$ cat src/rtl/uart_led_pkg.sv
`default_nettype none
// ============================================================================
// Module : uart_led_pkg
// Brief  : Opcodes, reply codes and FSM encoding for the UART LED controller
// Rev    : 1.0
// ============================================================================
package uart_led_pkg;

    localparam logic [3:0] OP_TOGGLE    = 4'h0;
    localparam logic [3:0] OP_SET       = 4'h1;
    localparam logic [3:0] OP_CLEAR     = 4'h2;
    localparam logic [3:0] OP_BLINK_ON  = 4'h3;
    localparam logic [3:0] OP_BLINK_OFF = 4'h4;
    localparam logic [3:0] OP_READ      = 4'h5;
    localparam logic [3:0] OP_ALL_OFF   = 4'hF;

    localparam logic [7:0] ACK_BYTE = 8'h06;
    localparam logic [7:0] NAK_BYTE = 8'h15;

    typedef enum logic [1:0] {
        IDLE  = 2'd0,
        EXEC  = 2'd1,
        REPLY = 2'd2
    } fsm_e;

endpackage
`default_nettype wire

$ cat src/rtl/blink_prescaler.sv
`default_nettype none
// ============================================================================
// Module : blink_prescaler
// Brief  : Free-running divider producing the blink phase and its wrap tick
// Rev    : 1.0
// ============================================================================
module blink_prescaler #(
    parameter int CLK_HZ   = 50000000,
    parameter int BLINK_HZ = 2
) (
    input  logic clk_i,
    input  logic rst_i,
    output logic phase_o,
    output logic tick_o
);

    localparam int             HALF = CLK_HZ / (2 * BLINK_HZ);
    localparam int             CW   = (HALF > 1) ? $clog2(HALF) : 1;
    localparam logic [CW-1:0]  TERM = CW'(HALF - 1);

    logic [CW-1:0] cnt_q;
    logic          phase_q;

    // tick is combinational so the parent can see the next phase in the wrap cycle
    assign tick_o  = (cnt_q == TERM);
    assign phase_o = phase_q;

    always_ff @(posedge clk_i or posedge rst_i) begin
        if (rst_i) begin
            cnt_q   <= '0;
            phase_q <= 1'b0;
        end else if (tick_o) begin
            cnt_q   <= '0;
            phase_q <= ~phase_q;
        end else begin
            cnt_q   <= cnt_q + CW'(1);
        end
    end

endmodule
`default_nettype wire

$ cat src/rtl/uart_led_cmd_ctrl.sv
`default_nettype none
// ============================================================================
// Module : uart_led_cmd_ctrl
// Brief  : UART byte command decoder driving CH_NUM LEDs with ACK/NAK replies
// Rev    : 1.0
// ============================================================================
module uart_led_cmd_ctrl
    import uart_led_pkg::*;
#(
    parameter int CH_NUM   = 6,
    parameter int CLK_HZ   = 50000000,
    parameter int BLINK_HZ = 2,
    parameter int ACK_EN   = 1
) (
    input  logic              clk_50m,
    input  logic              reset,
    input  logic [7:0]        rx_data,
    input  logic              rx_done,
    input  logic              tx_busy,
    output logic [7:0]        tx_data,
    output logic              tx_start,
    output logic [CH_NUM-1:0] led,
    output logic              overflow,
    output logic              cmd_err
);

    localparam logic [CH_NUM-1:0] ONE_HOT0 = CH_NUM'(1);

    fsm_e              fsm_q;
    logic              rx_done_q;
    logic [7:0]        cmd_q;
    logic              pend_valid_q;
    logic [7:0]        pend_data_q;
    logic [CH_NUM-1:0] state_q, blink_q, led_q;
    logic [CH_NUM-1:0] state_d, blink_d, led_d;
    logic [7:0]        reply_q, tx_data_q;
    logic              tx_start_q, overflow_q, cmd_err_q;

    logic              w_phase, w_tick, w_phase_d, w_rx_edge;
    logic [3:0]        w_op, w_ch;
    logic [CH_NUM-1:0] w_sel, w_upd_state, w_upd_blink;
    logic [127:0]      w_ext;
    logic              w_ch_ok, w_rd_ok, w_cmd_ok, w_cmd_rd, w_reply_due;
    logic [7:0]        w_reply;

    blink_prescaler #(
        .CLK_HZ   (CLK_HZ),
        .BLINK_HZ (BLINK_HZ)
    ) u_prescaler (
        .clk_i   (clk_50m),
        .rst_i   (reset),
        .phase_o (w_phase),
        .tick_o  (w_tick)
    );

    assign w_phase_d = w_phase ^ w_tick;
    assign w_rx_edge = rx_done & ~rx_done_q;
    assign w_op      = cmd_q[7:4];
    assign w_ch      = cmd_q[3:0];
    assign w_sel     = ONE_HOT0 << w_ch;
    assign w_ext     = 128'(state_q);
    assign w_ch_ok   = {1'b0, w_ch} < 5'(CH_NUM);
    assign w_rd_ok   = {w_ch, 3'b000} < 7'(CH_NUM);

    always_comb begin
        w_upd_state = state_q;
        w_upd_blink = blink_q;
        w_cmd_ok    = 1'b0;
        w_cmd_rd    = 1'b0;
        case (w_op)
            OP_TOGGLE: if (w_ch_ok) begin
                w_cmd_ok    = 1'b1;
                w_upd_state = state_q ^ w_sel;
                w_upd_blink = blink_q & ~w_sel;
            end
            OP_SET: if (w_ch_ok) begin
                w_cmd_ok    = 1'b1;
                w_upd_state = state_q | w_sel;
                w_upd_blink = blink_q & ~w_sel;
            end
            OP_CLEAR: if (w_ch_ok) begin
                w_cmd_ok    = 1'b1;
                w_upd_state = state_q & ~w_sel;
                w_upd_blink = blink_q & ~w_sel;
            end
            OP_BLINK_ON: if (w_ch_ok) begin
                w_cmd_ok    = 1'b1;
                w_upd_blink = blink_q | w_sel;
            end
            OP_BLINK_OFF: if (w_ch_ok) begin
                w_cmd_ok    = 1'b1;
                w_upd_blink = blink_q & ~w_sel;
            end
            OP_READ: if (w_rd_ok) begin
                w_cmd_ok = 1'b1;
                w_cmd_rd = 1'b1;
            end
            OP_ALL_OFF: begin
                w_cmd_ok    = 1'b1;
                w_upd_state = '0;
                w_upd_blink = '0;
            end
            default: ;
        endcase

        w_reply_due = (ACK_EN != 0) || w_cmd_rd;
        if (!w_cmd_ok)
            w_reply = NAK_BYTE;
        else if (w_cmd_rd)
            w_reply = w_ext[{w_ch, 3'b000} +: 8];
        else
            w_reply = ACK_BYTE;

        state_d = (fsm_q == EXEC) ? w_upd_state : state_q;
        blink_d = (fsm_q == EXEC) ? w_upd_blink : blink_q;
        // next phase with next mask, so a wrap coinciding with an update is seen at once
        led_d   = (blink_d & {CH_NUM{w_phase_d}}) | (~blink_d & state_d);
    end

    always_ff @(posedge clk_50m or posedge reset) begin
        if (reset) begin
            fsm_q        <= IDLE;
            rx_done_q    <= 1'b0;
            cmd_q        <= '0;
            pend_valid_q <= 1'b0;
            pend_data_q  <= '0;
            state_q      <= '0;
            blink_q      <= '0;
            led_q        <= '0;
            reply_q      <= '0;
            tx_data_q    <= '0;
            tx_start_q   <= 1'b0;
            overflow_q   <= 1'b0;
            cmd_err_q    <= 1'b0;
        end else begin
            rx_done_q  <= rx_done;
            state_q    <= state_d;
            blink_q    <= blink_d;
            led_q      <= led_d;
            tx_start_q <= 1'b0;
            cmd_err_q  <= 1'b0;

            if (fsm_q != IDLE && w_rx_edge) begin
                if (pend_valid_q) begin
                    overflow_q <= 1'b1;
                end else begin
                    pend_valid_q <= 1'b1;
                    pend_data_q  <= rx_data;
                end
            end

            case (fsm_q)
                IDLE: begin
                    if (pend_valid_q) begin
                        cmd_q <= pend_data_q;
                        fsm_q <= EXEC;
                        // a byte arriving while pending drains simply refills it
                        if (w_rx_edge)
                            pend_data_q <= rx_data;
                        else
                            pend_valid_q <= 1'b0;
                    end else if (w_rx_edge) begin
                        cmd_q <= rx_data;
                        fsm_q <= EXEC;
                    end
                end
                EXEC: begin
                    cmd_err_q <= ~w_cmd_ok;
                    reply_q   <= w_reply;
                    fsm_q     <= w_reply_due ? REPLY : IDLE;
                end
                REPLY: begin
                    if (!tx_busy) begin
                        tx_data_q  <= reply_q;
                        tx_start_q <= 1'b1;
                        fsm_q      <= IDLE;
                    end
                end
                default: fsm_q <= IDLE;
            endcase
        end
    end

    assign led      = led_q;
    assign tx_data  = tx_data_q;
    assign tx_start = tx_start_q;
    assign overflow = overflow_q;
    assign cmd_err  = cmd_err_q;

endmodule
`default_nettype wire

$ cat config.mk
export PLATFORM = sky130hd
export DESIGN_NAME = uart_led_cmd_ctrl
export DESIGN_NICKNAME = d
export VERILOG_FILES = /design/src/rtl/uart_led_pkg.sv /design/src/rtl/blink_prescaler.sv /design/src/rtl/uart_led_cmd_ctrl.sv
export SDC_FILE = /design/constraint.sdc
export NUM_CORES = 1
export LEC_CHECK = 0
export CAP_MARGIN = 20
export CORE_MARGIN = 2
export CORE_UTILIZATION = 50
export DETAILED_ROUTE_END_ITERATION = 10
export GPL_TIMING_DRIVEN = 0
export PLACE_DENSITY = 0.7
export SLEW_MARGIN = 15
export SYNTH_ARGS = -nofsm -noshare
export SYNTH_HDL_FRONTEND = slang
export SYNTH_SLANG_ARGS = --single-unit
$ cat constraint.sdc
create_clock -name clk_50m -period 2.8 [get_ports clk_50m]
set_clock_uncertainty 0.2 [all_clocks]
set_input_delay 0.42 -clock clk_50m [delete_from_list [all_inputs] [get_ports clk_50m]]
set_output_delay 0.42 -clock clk_50m [all_outputs]
set_load 0.05 [all_outputs]
======== Yosys cells after proc, flatten, opt, wreduce, memory -nomap -nowiden ========
Index checks and enable logic that the tools add are counted.
word-level totals
  register bits ........................... 82
  input bits .............................. 12
  word-level logic and storage cells ...... 92
operators by class
  add/subtract/negate cells ............... 1
  order comparisons ....................... 2
  eq/ne operators ......................... 11
  shift operators ......................... 2
  muxes and demuxes ....................... 34
  bitwise operators ....................... 16
  reduce and logical (&&, ||, !) cells .... 11
operator list
  kind                                                                   number
  128-bit by 8-bit variable part select with 8-bit output                1
  8-bit 2-to-1 mux                                                       9
  6-bit 2-to-1 mux                                                       7
  24-bit by 1-bit adder with 24-bit output (second input constant)       1
  6-bit bitwise AND                                                      4
  24-bit == test (second input constant)                                 1
  24-bit 2-to-1 mux                                                      1
  6-bit one-hot mux with 4 select lines                                  1
  6-bit OR                                                               3
  6-bit one-hot mux with 3 select lines                                  1
  6-bit inverter                                                         2
  1-bit 2-to-1 mux                                                       10
  4-bit by 2-bit == test with 1-bit output (second input constant)       2
  4-bit by 3-bit == test with 1-bit output (second input constant)       2
  2-bit AND reduction                                                    4
  7-bit by 3-bit < comparator with 1-bit output (second input constant)  1
  2-bit 2-to-1 mux                                                       3
  2-bit one-hot mux with 3 select lines                                  1
  1-bit by 4-bit left shift with 6-bit output (first input constant)     1
  6-bit bitwise XOR                                                      1
  5-bit OR reduction                                                     1
  4-bit by 1-bit == test with 1-bit output (second input constant)       1
  4-bit == test (second input constant)                                  1
  4-bit zero test                                                        1
  other kinds (13)                                                       17

======== Depth between registers and ports, before layout ========
  depth in word-level cells ............... 9
  gate-level depth with buffers ........... 7
  mapped depth without buffers ............ 7

======== Hierarchy ========
From an unflattened synthesis, not the netlist that was laid out.
second synthesis, totals
  cell total of the unflattened synthesis .. 348
  area, all modules ....................... 3,829.9 µm²
by module, submodules not included
  module             times used  cells each  area each (µm²)  seq. area each (µm²)
  uart_led_cmd_ctrl  1           232         2,598.7          1,326.3
  blink_prescaler    1           116         1,231.2          625.6

======== Least setup slack after synthesis ========
Ideal clock, no wire load.
  path type ............................... register -> register
  start point ............................. reg cmd_q[3]
  end point ............................... reg led_q[0], in the netlist led[0]
  arrival ................................. 1.872 ns
  data required time ...................... 2.472 ns
  path slack .............................. 0.600 ns
  stages on the path, launching flop included .. 8
  path through ............................ dfrtp_1 or4_1 buf_2 ha_1 nand2b_1 a22oi_1 a22oi_1 mux2_1
on the way
  elaborated cells between the ends (all ways) .. 21
RTL lines
  what                                                                                   RTL line                  RTL
  start: declaration                                                                     uart_led_cmd_ctrl.sv:31   logic [7:0] cmd_q;
  start signal: assignment                                                               uart_led_cmd_ctrl.sv:155  cmd_q <= pend_data_q;
  start signal: assignment                                                               uart_led_cmd_ctrl.sv:163  cmd_q <= rx_data;
  branches (longest 4 deep; another with 4-bit by 3-bit < comparator with 1-bit output)  --
  6-bit one-hot mux with 4 select lines *                                                uart_led_cmd_ctrl.sv:70   case (w_op)
  6-bit 2-to-1 mux *                                                                     uart_led_cmd_ctrl.sv:114  state_d = (fsm_q == EXEC) ? w_upd_state : state_q;
  net state_d[0]                                                                         uart_led_cmd_ctrl.sv:35   logic [CH_NUM-1:0] state_d, blink_d, led_d;
  6-bit bitwise AND *                                                                    uart_led_cmd_ctrl.sv:117  led_d = (blink_d & {CH_NUM{w_phase_d}}) | (~blink_d & state_d);
  6-bit OR *                                                                             uart_led_cmd_ctrl.sv:117
  net led_d[0]                                                                           uart_led_cmd_ctrl.sv:35
  end signal: assignment                                                                 uart_led_cmd_ctrl.sv:139  led_q <= led_d;
  end: declaration                                                                       uart_led_cmd_ctrl.sv:34   logic [CH_NUM-1:0] state_q, blink_q, led_q;
Mark *: on every way through the listed nets, which the timed path passes.
A chain may end at the register's enable or synchronous reset.

======== Final worst setup path ========
Same ends and word-level chain as after synthesis.

==> reports/metrics.yaml <==
synth_ff_type: "dfrtp_1"
cts.path.max_buffers: 2
fp.dieW_um: 91.6
first_global_vias: 2542
nets: 407
cp_slowest_cell: "or4_1"
synthCells: 343
post-route-util_pct: 60.5
clock.fmax_ghz: 0.414
maxCapViolations: 0
overflow: 0
arrival_ns: 2.44
cts_root_buffer: "clkbuf_8"
rsz0062_at_grt: "no"
io-pin-count: 29
min_period_ns: 2.42
clkLatencyLatePin_ns: 0.35
synth_edf_count: 0
dp_hpwl_um: 4960
dieArea_um2: 8400
layout_common_cells: "dfrtp_1, nor2_1, nand2_1, clkdlybuf4s50_1, mux2_2"
routed_wl_um: 7000
fp-row-count: 31
ys_warn_count: 0
core_area_um2: 7330
criticalPathCategory: "reg2reg"
ys_seq_area_share_pct: 50.8
track_usage_pct: 17.8
postPlaceCellArea_um2: 4250
hp-class: "in2async"
final-hold-violation-count: 0
slew_headroom_pct: 48.6
synthArstFlopShare_pct: 100
netlist_area_um2: 3840
powerDensity_nw_per_um2: 970
numCtsBuffers: 9
whs_ns: 0.242
drcViolationCount: 0
clk_pin_slew_worst_paths_ns: 0.09
final_common_cell: "dfrtp_1"
ir_drop_mv: 0.488
crit_top_cell: "a22oi_1"
numClockSinks: 78
setup_viol: 0
post_cts_buffers: 0
ys_ff_latch: 78
drive_gt1_share_pct: 15.8
antenna_cells: 0
syn2layout_area_growth_pct: 15.4
path_cells: "or4_1 -> buf_2 -> ha_1 -> nand2b_1 -> a22oi_1 -> a22oi_1 -> mux2_1"
slew_viol_final: 0
p_leak_nw: 1.94
critPathMaxStageDelay_ns: 0.52
status: "finished, final reports clean"
place_congestion: 0.818
holdBufCountCts: 0
tightestPinTransition_ns: 0.766
cts_tree: "built"
path_max_fanout: 6
ant_nets: 0
placed_cells: 470
ys_types: 57
period_share_pct: 86.3
grt_max_degree: 43
cts_resized: 0
dr.pass1.iters: 4
routedWlPerCell_um: 14.4
io_buffers: 26
htreeDepth: 3
antenna_found_initial: 0
die_h_um: 91.6
synth_area_per_cell_um2: 11.2
instances_no_fill: 486
start_util_pct: 52.4
viasPerCell: 5.39
critPathLaunchType: "register"
worst_setup_path_end_kind: "register"
drtIter0Drc: 189
grt_pass1_wl_um: 11900
critPathRequiredTime_ns: 2.82
num_vias: 2620
fin_area_um2: 4430
timing.setup.tns_ns: 0
cell usage after synthesis, drive strengths merged, types with 10 or more instances:
master   n  area share [%]
mux2    20             6.0
ha      13             4.2
a22oi   12             2.3
nand3   11             1.6
dfrtp   78              51
nor2    31             3.1
nand2   30             2.9
xor2    14             3.4
buf     11             1.9
xnor2   10             2.3
o21ai   12             1.9
area by class of cell:
class | instances | area, um2
fill | 610 | 2900
multi-input combinational | 242 | 1770
clock buffer | 12 | 135
timing repair buffer | 27 | 280
buffer | 15 | 87.6
clock inverter | 4 | 47.5
sequential | 78 | 1950
inverter | 9 | 36.3
tap | 99 | 124
per-layer routing:
metal	part of all wire, %	global-route usage, %	up-vias
li1	-	-	1297
met1	50	25.1	1259
met3	3.3	2.88	12
met2	45	27.1	52
met4	1.5	7.95	0
met5	0	0	-
worst max-delay path, delay by kind of cell (launching register included):
| family | cells | cell delay, ns |
|---|---|---|
| buffers and inverters | 1 | 0.18 |
| AND/OR/NAND/NOR | 2 | 0.66 |
| multiplexers | 1 | 0.30 |
| adder cells (fa/ha/maj) | 1 | 0.18 |
| AO/OA/AOI/OAI | 2 | 0.37 |
| flip-flops | 1 | 0.42 |
power by group:
part	internal (mW)	leakage, nW	switching, mW
Combinational	0.768	0.858	1.12
Clock	0.410	0.0904	0.391
Sequential	1.44	0.990	0.174
through the flow:
step | setup WS (ns) | total power, mW
after floorplan | 0.185 | 3.02
after global placement | -1.05 | 3.44
after detailed placement | 0.436 | 3.51
after CTS | 0.386 | 4.32
after global routing | 0.280 | 4.57
final | 0.383 | 4.30
worst paths after layout:
kind                            cells past startpoint  slack (ns)                endpoint                  from
worst max register to register                      7        0.38        led[0]$_DFF_PP0_  cmd_q[3]$_DFFE_PP0P_
worst min-delay path                                2        0.24    state_q[2]$_DFF_PP0_                 reset
max in group asynchronous                           3        1.59  reply_q[4]$_DFFE_PP0P_                 reset
min in group clk_50m                                1        0.29    overflow$_DFFE_PP0P_  overflow$_DFFE_PP0P_
worst min register to register                      1        0.29    overflow$_DFFE_PP0P_  overflow$_DFFE_PP0P_
worst max-delay path                                7        0.38        led[0]$_DFF_PP0_  cmd_q[3]$_DFFE_PP0P_
flip-flops by register name (all words and copies together), names as in the netlist:
| signal | cells |
|---|---|
| state_q | 6 |
| cmd_err | 1 |
| u_prescaler.cnt_q | 24 |
| led | 6 |
| fsm_q | 2 |
| pend_valid_q | 1 |
| u_prescaler.phase_o | 1 |
| overflow | 1 |
| reply_q | 6 |
| pend_data_q | 8 |
| tx_start | 1 |
| tx_data | 6 |
| rx_done_q | 1 |
| blink_q | 6 |
| cmd_q | 8 |
cells by family (layout without fill, tap and decap cells):
kind of cell	after synthesis	in the layout	share of synthesized area [%]
and+or+nand+nor	124	124	18.1
DFF	78	78	50.8
AOI/OAI and AO/OA	49	49	9.25
muxes	29	29	8.31
xor gates and xnor gates	24	24	5.67
buffers and inverters	24	67	3.16
adders and majority gates	14	14	4.53
other	1	2	0.0977
(Power assumes the default switching activity.)
